[src/rtl/mult_div_if.sv]
// Operand/command and HI/LO result bundle between the execute stage and the
// iterative multiply/divide unit.
interface mult_div_if #(parameter int WIDTH = 32);
    logic             start;
    logic [1:0]       op;
    logic [WIDTH-1:0] srcA;
    logic [WIDTH-1:0] srcB;
    logic             we_hi;
    logic             we_lo;
    logic [WIDTH-1:0] wdata;
    logic [WIDTH-1:0] hi;
    logic [WIDTH-1:0] lo;
    logic             busy;
    logic             done;
    logic [1:0]       dbg_state;

    // start is a single-cycle command taken only while busy is low; done
    // pulses for exactly one cycle once hi/lo carry the completed result.
    modport master (
        output start, op, srcA, srcB, we_hi, we_lo, wdata,
        input  hi, lo, busy, done, dbg_state
    );

    modport slave (
        input  start, op, srcA, srcB, we_hi, we_lo, wdata,
        output hi, lo, busy, done, dbg_state
    );
endinterface

[src/rtl/mult_div_unit.sv]
// Iterative MULT/MULTU/DIV/DIVU unit: 32 radix-2 iterations on magnitudes, a
// sign-fixup cycle, and the architectural HI/LO registers (MTHI/MTLO).
module mult_div_unit #(
    parameter int WIDTH = 32
) (
    input  logic       clk,
    input  logic       reset,
    mult_div_if.slave  bus
);

    localparam logic [1:0] S_IDLE = 2'd0;
    localparam logic [1:0] S_RUN  = 2'd1;
    localparam logic [1:0] S_FIX  = 2'd2;

    logic [1:0]         r_state;
    logic [4:0]         r_cnt;
    logic [2*WIDTH-1:0] r_work;
    logic [1:0]         r_op;
    logic [WIDTH-1:0]   r_a;
    logic [WIDTH-1:0]   r_b;
    logic [WIDTH-1:0]   r_a_orig;
    logic [WIDTH-1:0]   r_hi;
    logic [WIDTH-1:0]   r_lo;
    logic               r_neg_q;
    logic               r_neg_r;
    logic               r_done;

    logic               w_signed;
    logic               w_a_neg;
    logic               w_b_neg;
    logic [WIDTH-1:0]   w_a_mag;
    logic [WIDTH-1:0]   w_b_mag;
    logic               w_is_div;
    logic               w_div0;
    logic [WIDTH:0]     w_madd;
    logic [2*WIDTH-1:0] w_mul_next;
    logic [WIDTH:0]     w_trial;
    logic [WIDTH:0]     w_diff;
    logic [2*WIDTH-1:0] w_div_next;
    logic [2*WIDTH-1:0] w_prod;
    logic [WIDTH-1:0]   w_quo;
    logic [WIDTH-1:0]   w_rem;

    assign w_signed = ~bus.op[0];
    assign w_a_neg  = w_signed & bus.srcA[WIDTH-1];
    assign w_b_neg  = w_signed & bus.srcB[WIDTH-1];
    assign w_a_mag  = w_a_neg ? (~bus.srcA + 1'b1) : bus.srcA;
    assign w_b_mag  = w_b_neg ? (~bus.srcB + 1'b1) : bus.srcB;
    assign w_is_div = r_op[1];
    assign w_div0   = (r_b == '0);

    // Multiply: add the multiplicand into the upper half for each set
    // multiplier bit, then shift right so the low product bits fill the bottom.
    assign w_madd     = {1'b0, r_work[2*WIDTH-1:WIDTH]} + (r_b[r_cnt] ? {1'b0, r_a} : '0);
    assign w_mul_next = {w_madd, r_work[WIDTH-1:1]};

    // Divide: shift the next dividend bit into the remainder and keep the
    // difference only when it does not borrow (remainder < divisor fits 33 bits).
    assign w_trial    = {r_work[2*WIDTH-1:WIDTH], r_a[5'd31 - r_cnt]};
    assign w_diff     = w_trial - {1'b0, r_b};
    assign w_div_next = w_diff[WIDTH] ? {w_trial[WIDTH-1:0], r_work[WIDTH-2:0], 1'b0}
                                      : {w_diff[WIDTH-1:0],  r_work[WIDTH-2:0], 1'b1};

    assign w_prod = r_neg_q ? (~r_work + 1'b1) : r_work;
    assign w_quo  = r_neg_q ? (~r_work[WIDTH-1:0] + 1'b1) : r_work[WIDTH-1:0];
    assign w_rem  = r_neg_r ? (~r_work[2*WIDTH-1:WIDTH] + 1'b1) : r_work[2*WIDTH-1:WIDTH];

    always_ff @(posedge clk or posedge reset) begin
        if (reset) begin
            r_state  <= S_IDLE;
            r_cnt    <= '0;
            r_work   <= '0;
            r_op     <= '0;
            r_a      <= '0;
            r_b      <= '0;
            r_a_orig <= '0;
            r_hi     <= '0;
            r_lo     <= '0;
            r_neg_q  <= 1'b0;
            r_neg_r  <= 1'b0;
            r_done   <= 1'b0;
        end else begin
            r_done <= 1'b0;
            case (r_state)
                S_IDLE: begin
                    if (bus.start) begin
                        r_op     <= bus.op;
                        r_a      <= w_a_mag;
                        r_b      <= w_b_mag;
                        r_a_orig <= bus.srcA;
                        r_neg_q  <= w_a_neg ^ w_b_neg;
                        r_neg_r  <= w_a_neg;
                        r_work   <= '0;
                        r_cnt    <= '0;
                        r_state  <= S_RUN;
                    end else begin
                        if (bus.we_hi) r_hi <= bus.wdata;
                        if (bus.we_lo) r_lo <= bus.wdata;
                    end
                end
                S_RUN: begin
                    r_work <= w_is_div ? w_div_next : w_mul_next;
                    r_cnt  <= r_cnt + 5'd1;
                    if (r_cnt == 5'd31) r_state <= S_FIX;
                end
                S_FIX: begin
                    if (!w_is_div) begin
                        r_hi <= w_prod[2*WIDTH-1:WIDTH];
                        r_lo <= w_prod[WIDTH-1:0];
                    end else if (w_div0) begin
                        // Divide by zero returns all-ones quotient and the raw dividend.
                        r_hi <= r_a_orig;
                        r_lo <= '1;
                    end else begin
                        r_hi <= w_rem;
                        r_lo <= w_quo;
                    end
                    r_done  <= 1'b1;
                    r_state <= S_IDLE;
                end
                default: r_state <= S_IDLE;
            endcase
        end
    end

    assign bus.hi        = r_hi;
    assign bus.lo        = r_lo;
    assign bus.busy      = (r_state != S_IDLE);
    assign bus.done      = r_done;
    assign bus.dbg_state = r_state;

endmodule

[src/flat_wrapper.sv]
// flat-port wrapper written by rule: the top's interface ports become plain ports
module mult_div_unit_flat 
#(
    parameter int WIDTH = 32
)
  (clk, reset, bus_start, bus_op, bus_srcA, bus_srcB, bus_we_hi, bus_we_lo, bus_wdata, bus_hi, bus_lo, bus_busy, bus_done, bus_dbg_state);
  mult_div_if #(.WIDTH(WIDTH)) bus_i ();
  input  logic clk;
  input  logic reset;
  input wire logic [$bits(bus_i.start)-1:0] bus_start;
  input wire logic [$bits(bus_i.op)-1:0] bus_op;
  input wire logic [$bits(bus_i.srcA)-1:0] bus_srcA;
  input wire logic [$bits(bus_i.srcB)-1:0] bus_srcB;
  input wire logic [$bits(bus_i.we_hi)-1:0] bus_we_hi;
  input wire logic [$bits(bus_i.we_lo)-1:0] bus_we_lo;
  input wire logic [$bits(bus_i.wdata)-1:0] bus_wdata;
  output wire logic [$bits(bus_i.hi)-1:0] bus_hi;
  output wire logic [$bits(bus_i.lo)-1:0] bus_lo;
  output wire logic [$bits(bus_i.busy)-1:0] bus_busy;
  output wire logic [$bits(bus_i.done)-1:0] bus_done;
  output wire logic [$bits(bus_i.dbg_state)-1:0] bus_dbg_state;
  assign bus_i.start = bus_start;
  assign bus_i.op = bus_op;
  assign bus_i.srcA = bus_srcA;
  assign bus_i.srcB = bus_srcB;
  assign bus_i.we_hi = bus_we_hi;
  assign bus_i.we_lo = bus_we_lo;
  assign bus_i.wdata = bus_wdata;
  assign bus_hi = bus_i.hi;
  assign bus_lo = bus_i.lo;
  assign bus_busy = bus_i.busy;
  assign bus_done = bus_i.done;
  assign bus_dbg_state = bus_i.dbg_state;
  mult_div_unit #(.WIDTH(WIDTH)) u_core (.clk(clk), .reset(reset), .bus(bus_i));
endmodule
[config.mk]
export PLATFORM = sky130hd
export DESIGN_NAME = mult_div_unit_flat
export DESIGN_NICKNAME = d
export VERILOG_FILES = /design/src/rtl/mult_div_if.sv /design/src/rtl/mult_div_unit.sv /design/src/flat_wrapper.sv
export SDC_FILE = /design/constraint.sdc
export NUM_CORES = 1
export LEC_CHECK = 0
export CAP_MARGIN = 10
export CORE_UTILIZATION = 35
export CTS_CLUSTER_SIZE = 14
export DETAILED_ROUTE_END_ITERATION = 8
export GPL_ROUTABILITY_DRIVEN = 0
export PLACE_DENSITY_LB_ADDON = 0.15
export SYNTH_ARGS = -nofsm -noshare
export SYNTH_HDL_FRONTEND = slang
export SYNTH_SLANG_ARGS = --single-unit
[constraint.sdc]
create_clock -name clk -period 24.2 [get_ports clk]
set_clock_uncertainty 0.15 [all_clocks]
set_input_delay 6.05 -clock clk [delete_from_list [all_inputs] [get_ports clk]]
set_output_delay 6.05 -clock clk [all_outputs]
set_load 0.02 [all_outputs]
==> Word level (Yosys, flattened, before mapping) <==
Cells that the tools add are included.
{ "word_totals": {"reg_bits": 236, "inputBits": 103, "elab_cells": 80} }
{ "classes": {"n_addsub": 9, "order_cmp": 2, "n_eq_ne": 8, "mux": 30, "bitwise": 9, "n_reduce_logical": 10} }
{ "op_table": {"columns": ["op", "count"], "rows": [
  ["2-to-1 mux 32 bit", 13],
  ["2-to-1 mux 64 bit", 4],
  ["adder 32 x 1 -> 32 bit, second input constant", 4],
  ["inverter 32 bit", 4],
  ["case mux 32 bit (2 select lines)", 2],
  ["case mux 64 bit (2 select lines)", 1],
  ["adder 64 x 1 -> 64 bit, second input constant", 1],
  ["inverter 64 bit", 1],
  ["adder 32 x 33 -> 33 bit", 1],
  ["subtractor 33 x 32 -> 33 bit", 1],
  ["logical NOT 32 bit", 1],
  ["less-than comparator 5 x 6 -> 1 bit, second input constant", 2],
  ["binary-select mux 1 bit (select 5 bit)", 2],
  ["case mux 5 bit (2 select lines)", 1],
  ["inequality test 2 bit, second input constant", 4],
  ["AND reduction 2 bit", 3],
  ["AND reduction 3 bit", 2],
  ["nonzero test 2 bit", 3],
  ["adder 5 x 1 -> 5 bit, second input constant", 1],
  ["== test 5 bit, second input constant", 1],
  ["2-to-1 mux 5 bit", 1],
  ["subtractor 5 bit, first input constant", 1],
  ["2-to-1 mux 2 bit", 2],
  ["case mux 2 bit (2 select lines)", 1],
  ["8 further kinds", 11]
]} }

==> Logic depth before layout (Yosys ltp) <==
Gate-level depths: netlist of the first run.
{ "depth": {"depth_word": 7, "depth_mapped": 19, "ltp_nobuf": 16} }

==> Worst setup path before layout of the first run <==
No wires, ideal clock.
{ "synth_path": {"path_kind": "input port to flip-flop", "start": "input port bus_srcA[8]", "end": "register u_core.r_a[29]", "t_arrival_ns": 8.161, "t_required_ns": 23.917, "setup_slack_ns": 15.756, "cell_stages": 9, "cell_sequence": "or4_1 nor4_1 nand2b_1 nor3_1 nand2_1 nor4_1 a31oi_1 xnor2_1 o21ai_0"} }
{ "synth_via": {"elab_chain_len": 3} }
{ "synth_rtl": {"columns": ["item", "line_no", "rtl"], "rows": [
  ["start: declaration", "flat_wrapper.sv:12", "input wire logic [$bits(bus_i.srcA)-1:0] bus_srcA;"],
  ["inverter 32 bit", "mult_div_unit.sv:47", "assign w_a_mag = w_a_neg ? (~bus.srcA + 1'b1) : bus.srcA;"],
  ["adder 32 x 1 -> 32 bit", "mult_div_unit.sv:47", null],
  ["2-to-1 mux 32 bit", "mult_div_unit.sv:47", null],
  ["end signal: assignment", "mult_div_unit.sv:88", "r_a <= w_a_mag;"],
  ["end: declaration", "mult_div_unit.sv:19", "logic [WIDTH-1:0] r_a;"]
]} }
No other way between the ends.
A chain may end at the register's enable or synchronous reset.

==> Final worst setup path of the first run <==
Same ends and word-level chain as after synthesis.

==> reports/qor.yml, run 1 <==
global_routing:
  grt_max_degree: 110
  grt-ovfl-total: 0
  grt_pass1_vias: 15890
  antenna_found_initial: 0
  grt.total_usage_pct: 23.82
  grt_pass1_wl_mm: 94.53
synth:
  yosysTopAreaCellShare_pct: 33.03
  yosysTopAreaCell: "dfrtp_1"
  synth_compound_area_share_pct: 22.86
  synth_simple_gate_area_share_pct: 18.92
  synth_xor_area_share_pct: 9.240
  ys_seq_area_share_pct: 33.03
  ys_seq_elements: 234
  synth_common_cells: "303 x nand2_1, 234 x dfrtp_1, 227 x o21ai_0"
  synth.distinct_cells: 84
  synthMuxAreaShare_pct: 6.028
  syn_inst: 2146
  synth-async-reset-ratio_pct: 100.0
  ys.flop_type: "dfrtp_1"
  yosys_warnings: 0
  synthAdderAreaFrac_pct: 5.167
  avgSynthCellArea_um2: 8.260
  synth_most_common_cell: "nand2_1"
  synth_edf_count: 0
  synth_top_family_by_area: "compound AO/OA/AOI/OAI gates"
  synth.area.top_cells: "dfrtp_1 33%, nand2_1 6.4%, o21ai_0 6.4%"
  syn-num-nets: 2321
  synthesis.area_um2: 17730
routing:
  drc: 0
  wire_per_inst_um: 21.14
  detail-route-antenna-nets: 0
  drt_first_pass_iters: 5
  vias_per_cell: 5.643
  drt_wl_total_mm: 61.58
  drt_iter0_drc: 1307
  num_vias: 16440
sta:
  finalWorstSetupSlack_ps: 15280
  finalSetupTns_ps: 0
  rsz0062_at_grt: "false"
  hold_viol_final: 0
  setup_viol: 0
  slew_viol_final: 0
  period_share_pct: 36.85
  slew_headroom_pct: 22.60
  fmax_mhz: 112.1
  worstMarginPinSlew_ps: 1161
  post-route-min-period_ps: 8917
setup_path:
  criticalPathCategory: "in -> reg"
  crit_required_ps: 24470
  critPathArrivalTime_ps: 9190
  r2r_start: "u_core.r_cnt[0]"
  reg2reg_depth: 17
  timing.rr.end: "u_core.r_work[36]"
  cpMostUsedCell: "nor4_1"
  crit_path_cell_trace: "clkdlybuf4s50_1 -> or4_1 -> nor4_1 -> nand2b_1 -> nor3_1 -> nand2_1 -> nor4_1 -> a31oi_1 -> xnor2_1 -> o21ai_0"
  cp_slowest_cell: "nor4_1"
  ff2ff_setup_slack_ps: 17860
  crit_family: "simple AND/OR/NAND/NOR gates"
  cpPeakStageDelay_ps: 720
  cp_max_fo: 5
  path_buf_inv: 1
  critPathLaunchType: "primary input"
  endpoint_kind: "flip-flop"
cts:
  cts-root-buf: "clkbuf_16"
  numCtsBuffers: 28
  clk_latency_ps: 580
  cts_hold_buffers: 0
  path_clk_slew_ps: 70
  post_cts_resized: 0
  cts-htree-levels: 1
  cts.sinks: 234
  cts_tree: "built"
  cts_buffer_depth: 3
  cts_setup_buffers: 0
floorplan:
  start_util_pct: 35.40
  coreArea_um2: 50070
  die-area_um2: 51550
  die_h_um: 227.0
  num_rows: 82
  die_w_um: 227.0
  ios: 171
power_and_ir_drop:
  swShare_pct: 48.87
  ir_worst_vdd_mv: 0.06270
  pwr-share-comb_pct: 61.2
  seq_power_share_pct: 26.2
  power.share.clock_pct: 12.6
  switching_power_mw: 1.636
  intPower_mw: 1.712
  power_leakage_nw: 8.581
  power.density_nw_per_um2: 160.9
finish:
  layout-drive-gt1-share_pct: 6.203
  final_nets: 2397
  antennaDiodeCount: 0
  syn_to_final_growth_pct: 17.36
  final.fill_count: 5161
min_path:
  whs_path_depth: 2
  hold_start: "u_core.bus.lo[10]"
  hold_path.class: "reg -> reg"
  holdPathEnd: "u_core.bus.lo[10]"
place:
  dp_hpwl_mm: 46.87
  pre_cts_ws_ps: 14750
  io_buffers: 170
run_status:
  status: "complete, no violations"
job:
  maxCapViolCount: 0
worst reg2reg max path: stages, from the launching register on:
cell and delay, ps:
dfrtp_1 690, buf_4 350, mux4_2 540, mux4_2 480, mux2i_1 300, ha_1 250
inv_1 60, fa_1 420, a211oi_1 290, o21ai_0 270, o221a_2 390, o2111ai_1 450
a41oi_1 270, o211ai_4 110, buf_4 490, mux2_2 450, o21ai_0 160, o21ai_0 100
state kept, by name, summed over array words and instances (netlist names):
name                  cells
u_core.r_a               31
u_core.r_b               32
u_core.bus.lo            32
u_core.r_work            64
u_core.r_cnt              5
u_core.r_op               1
u_core.r_neg_r            1
u_core.r_a_orig          32
u_core.bus.dbg_state      2
u_core.bus.hi            32
u_core.r_neg_q            1
u_core.bus.done           1
metal layers:
metal | vias up | global-route usage (%) | wire length (um)
met1 | 8058 | 32.47 | 27490
met5 | - | 0 | 0
met4 | 0 | 7.036 | 1692
met3 | 82 | 2.981 | 3363
li1 | 7836 | - | -
met2 | 462 | 39.36 | 29040
per-stage QoR:
step	utilization (%)	total power, mW	hold slack [ps]	instances	area [um^2]
finish	41.55	3.347	325.3	2913	20800
CTS	41.52	3.347	329.7	2912	20790
global placement	39.73	2.884	311.4	2863	19890
global route	41.55	3.619	349.0	2913	20800
floorplan	-	2.278	295.4	2146	17730
detailed placement	39.73	2.915	316.4	2863	19890
power groups by stage:
| stage | clock network [mW] | registers, mW | logic (mW) |
|---|---|---|---|
| after detailed placement | 0 | 0.881 | 2.03 |
| after global routing | 0.444 | 0.900 | 2.28 |
| after CTS | 0.430 | 0.873 | 2.04 |
| final | 0.422 | 0.876 | 2.05 |
| after global placement | 0 | 0.876 | 2.01 |
| after floorplan | 0 | 0.771 | 1.51 |
kinds of logic (layout without fill, tap and decap cells):
group,count (synthesis),after routing
buf+inv,215,310
xor+xnor,187,187
compound gates,651,651
fa+ha+maj,72,72
mux,81,81
flops,234,234
simple gates,706,706
placed cells by master, fill, tap and decap left out, types with 16 or more instances in the layout:
cell and instances:
a211oi_1 17, a21o_1 33, a21oi_1 138, a221o_1 19, a31oi_1 17, buf_4 19, clkbuf_16 28, clkdlybuf4s50_1 170
dfrtp_1 232, ha_1 70, inv_1 70, mux2i_1 54, mux4_2 20, nand2_1 302, nand2b_1 23, nand3_1 57
nor2_1 119, nor2b_1 46, nor3_1 46, nor4_1 19, o211ai_1 16, o21ai_0 227, o21ai_1 20, o22ai_1 30
o31ai_1 31, or3_1 17, xnor2_1 110, xor2_1 77
how the worst max path moves through the flow:
stage | start | to | slack (ps) | cells after the start
3_5_place_dp | bus_srcA[8] | u_core.r_a[29] | 14750 | 10
5_1_grt | bus_srcB[6] | u_core.r_b[25] | 15050 | 9
2_1_floorplan | reset | u_core.bus.dbg_state[0] | 11580 | 1
6_report | bus_srcA[8] | u_core.r_a[29] | 15280 | 10
4_1_cts | bus_srcA[8] | u_core.r_a[29] | 15350 | 10
3_3_place_gp | bus_srcA[8] | u_core.r_a[29] | 14780 | 10
cell type report:
type / count / area (um^2) / share of cell area (%)
clock buffers: 38 / 768.2 / 3.693
well taps: 672 / 840.8 / 4.042
flip-flops and latches: 234 / 5858 / 28.16
multi-input cells: 1697 / 11070 / 53.23
inverters: 71 / 274.0 / 1.317
repair buffers: 190 / 1859 / 8.938
clock inverters: 11 / 128.9 / 0.6195
Power figures use the tool's default switching activity.
==> inputs of run 2 (changes only) <==
clock period = 8.1 ns   (was 24.2 ns; I/O delays follow)
==> reports/qor.yml, run 2 (synthesized netlist as in run 1, its figures left out) <==
sta:
  finalSetupTns_ps: 0
  finalWorstSetupSlack_ps: 1831
  slew_viol_final: 0
  worstMarginPinSlew_ps: 1168
  hold_viol_final: 0
  slew_headroom_pct: 22.11
  setup_viol: 0
  post-route-min-period_ps: 6269
  period_share_pct: 77.39
  rsz0062_at_grt: "false"
  fmax_mhz: 159.5
routing:
  drt_wl_total_mm: 62.36
  vias_per_cell: 5.707
  wire_per_inst_um: 21.38
  num_vias: 16650
  drt_first_pass_iters: 5
  drc: 0
  drt_iter0_drc: 1455
  detail-route-antenna-nets: 0
cts:
  numCtsBuffers: 29
  cts_buffer_depth: 3
  cts_tree: "built"
  cts.sinks: 234
  cts-htree-levels: 1
  cts_hold_buffers: 0
  post_cts_resized: 0
  cts-root-buf: "clkbuf_16"
  path_clk_slew_ps: 60
  clk_latency_ps: 570
  cts_setup_buffers: 0
power_and_ir_drop:
  ir_worst_vdd_mv: 0.1956
  power_leakage_nw: 8.628
  power.density_nw_per_um2: 483.5
setup_path:
  crit_required_ps: 8370
  critPathLaunch: "u_core.r_cnt[0]"
  criticalPathCategory: "reg -> reg"
  timing.rr.end: "u_core.r_work[56]"
  ff2ff_setup_slack_ps: 1830
  crit_path_end: "u_core.r_work[56]"
  reg2reg_depth: 16
  cp_slowest_cell: "dfrtp_1"
  cp_max_fo: 42
  endpoint_kind: "flip-flop"
  r2r_start: "u_core.r_cnt[0]"
  cpPeakStageDelay_ps: 1090
  critPathLaunchType: "flip-flop"
  critPathArrivalTime_ps: 6540
  crit_path_cell_trace: "mux4_2 -> mux4_2 -> mux2i_1 -> ha_1 -> inv_1 -> fa_1 -> a211oi_1 -> o21ai_0 -> o221a_2 -> o2111ai_1 -> a41oi_1 -> o211ai_4 -> buf_4 -> mux2_2 -> a22oi_1 -> o21ai_0"
floorplan:
  start_util_pct: 35.40
  die-area_um2: 51550
  coreArea_um2: 50070
  die_w_um: 227.0
  die_h_um: 227.0
  ios: 171
  num_rows: 82
finish:
  layout_common_cells: "302 x nand2_1, 232 x dfrtp_1, 227 x o21ai_0, 170 x clkdlybuf4s50_1, 138 x a21oi_1"
  layout-drive-gt1-share_pct: 6.459
  postLayoutCellArea_um2: 20870
  final.fill_count: 5105
  largest_reg_flops: 64
  final_common_cell: "nand2_1"
  antennaDiodeCount: 0
  final-instance-count-excl-fill: 2917
  syn_to_final_growth_pct: 17.75
  top_register: "u_core.r_work"
  final_core_utilization_pct: 41.69
  final_nets: 2399
run_status:
  status: "complete, no violations"
global_routing:
  grt-ovfl-total: 0
  grt_pass1_wl_mm: 94.97
  grt.total_usage_pct: 23.85
  grt_pass1_vias: 15810
  grt_max_degree: 109
  antenna_found_initial: 1
min_path:
  hold_path.class: "reg -> reg"
place:
  place_area_um2: 19930
  dp.cells: 2865
  pre_cts_ws_ps: 1839
  dp_hpwl_mm: 46.84
  io_buffers: 170
job:
  maxCapViolCount: 0
run 2: cell types whose count changed in the layout (fill, tap and decap cells not counted), sizes merged:
cell / before / now
clkbuf: 38 / 43
inv: 71 / 72
bufinv: 2 / 1
buf: 20 / 21
clkinvlp: 2 / 1
clkinv: 7 / 6
run 2: area by class of cell:
class / instances / area, um^2 / share of cell area (%)
multi-input combinational: 1697 / 11070 / 53.05
sequential: 234 / 5858 / 28.07
timing repair buffer: 191 / 1884 / 9.028
clock buffer: 43 / 868.3 / 4.160
tap: 672 / 840.8 / 4.028
inverter: 71 / 270.3 / 1.295
clock inverter: 9 / 77.57 / 0.3717
run 2: where the power goes:
group / switching (mW) / leakage [nW] / internal (mW)
Sequential: 0.932 / 2.89 / 1.73
Combinational: 3.47 / 5.27 / 2.65
Clock: 0.531 / 0.475 / 0.768
run 2: worst max-delay path: cells and delay by family, from the launching register on:
kind / cells / cell delay [ps]
compound gates: 8 / 1910
mux: 4 / 1790
flops: 1 / 1090
fa+ha+maj: 2 / 650
buf+inv: 2 / 530
run 2: how the worst min path moves through the flow:
| stage | start | end | slack, ps | cells after the start |
|---|---|---|---|---|
| global placement | u_core.bus.lo[7] | u_core.bus.lo[7] | 310 | 2 |
| global route | u_core.bus.lo[11] | u_core.bus.lo[11] | 360 | 2 |
| CTS | u_core.bus.lo[6] | u_core.bus.lo[6] | 330 | 2 |
| finish | u_core.bus.lo[7] | u_core.bus.lo[7] | 320 | 2 |
| detailed placement | u_core.bus.lo[6] | u_core.bus.lo[6] | 320 | 2 |
| floorplan | u_core.r_a_orig[11] | u_core.r_a_orig[11] | 300 | 2 |
run 2: through the flow:
step	power, mW	hold WS, ps
floorplan	6.805	295.4
CTS	10.08	332.3
global placement	8.661	312.4
detailed placement	8.733	319.0
finish	10.09	324.4
global route	10.86	362.0
run 2: per-layer routing:
metal	share of wire, %	track usage [%]	vias to the layer above
met5	0	0	-
met4	2.6	6.517	0
met3	4.9	1.975	96
met2	47	39.66	505
met1	45	33.13	8208
li1	-	-	7837
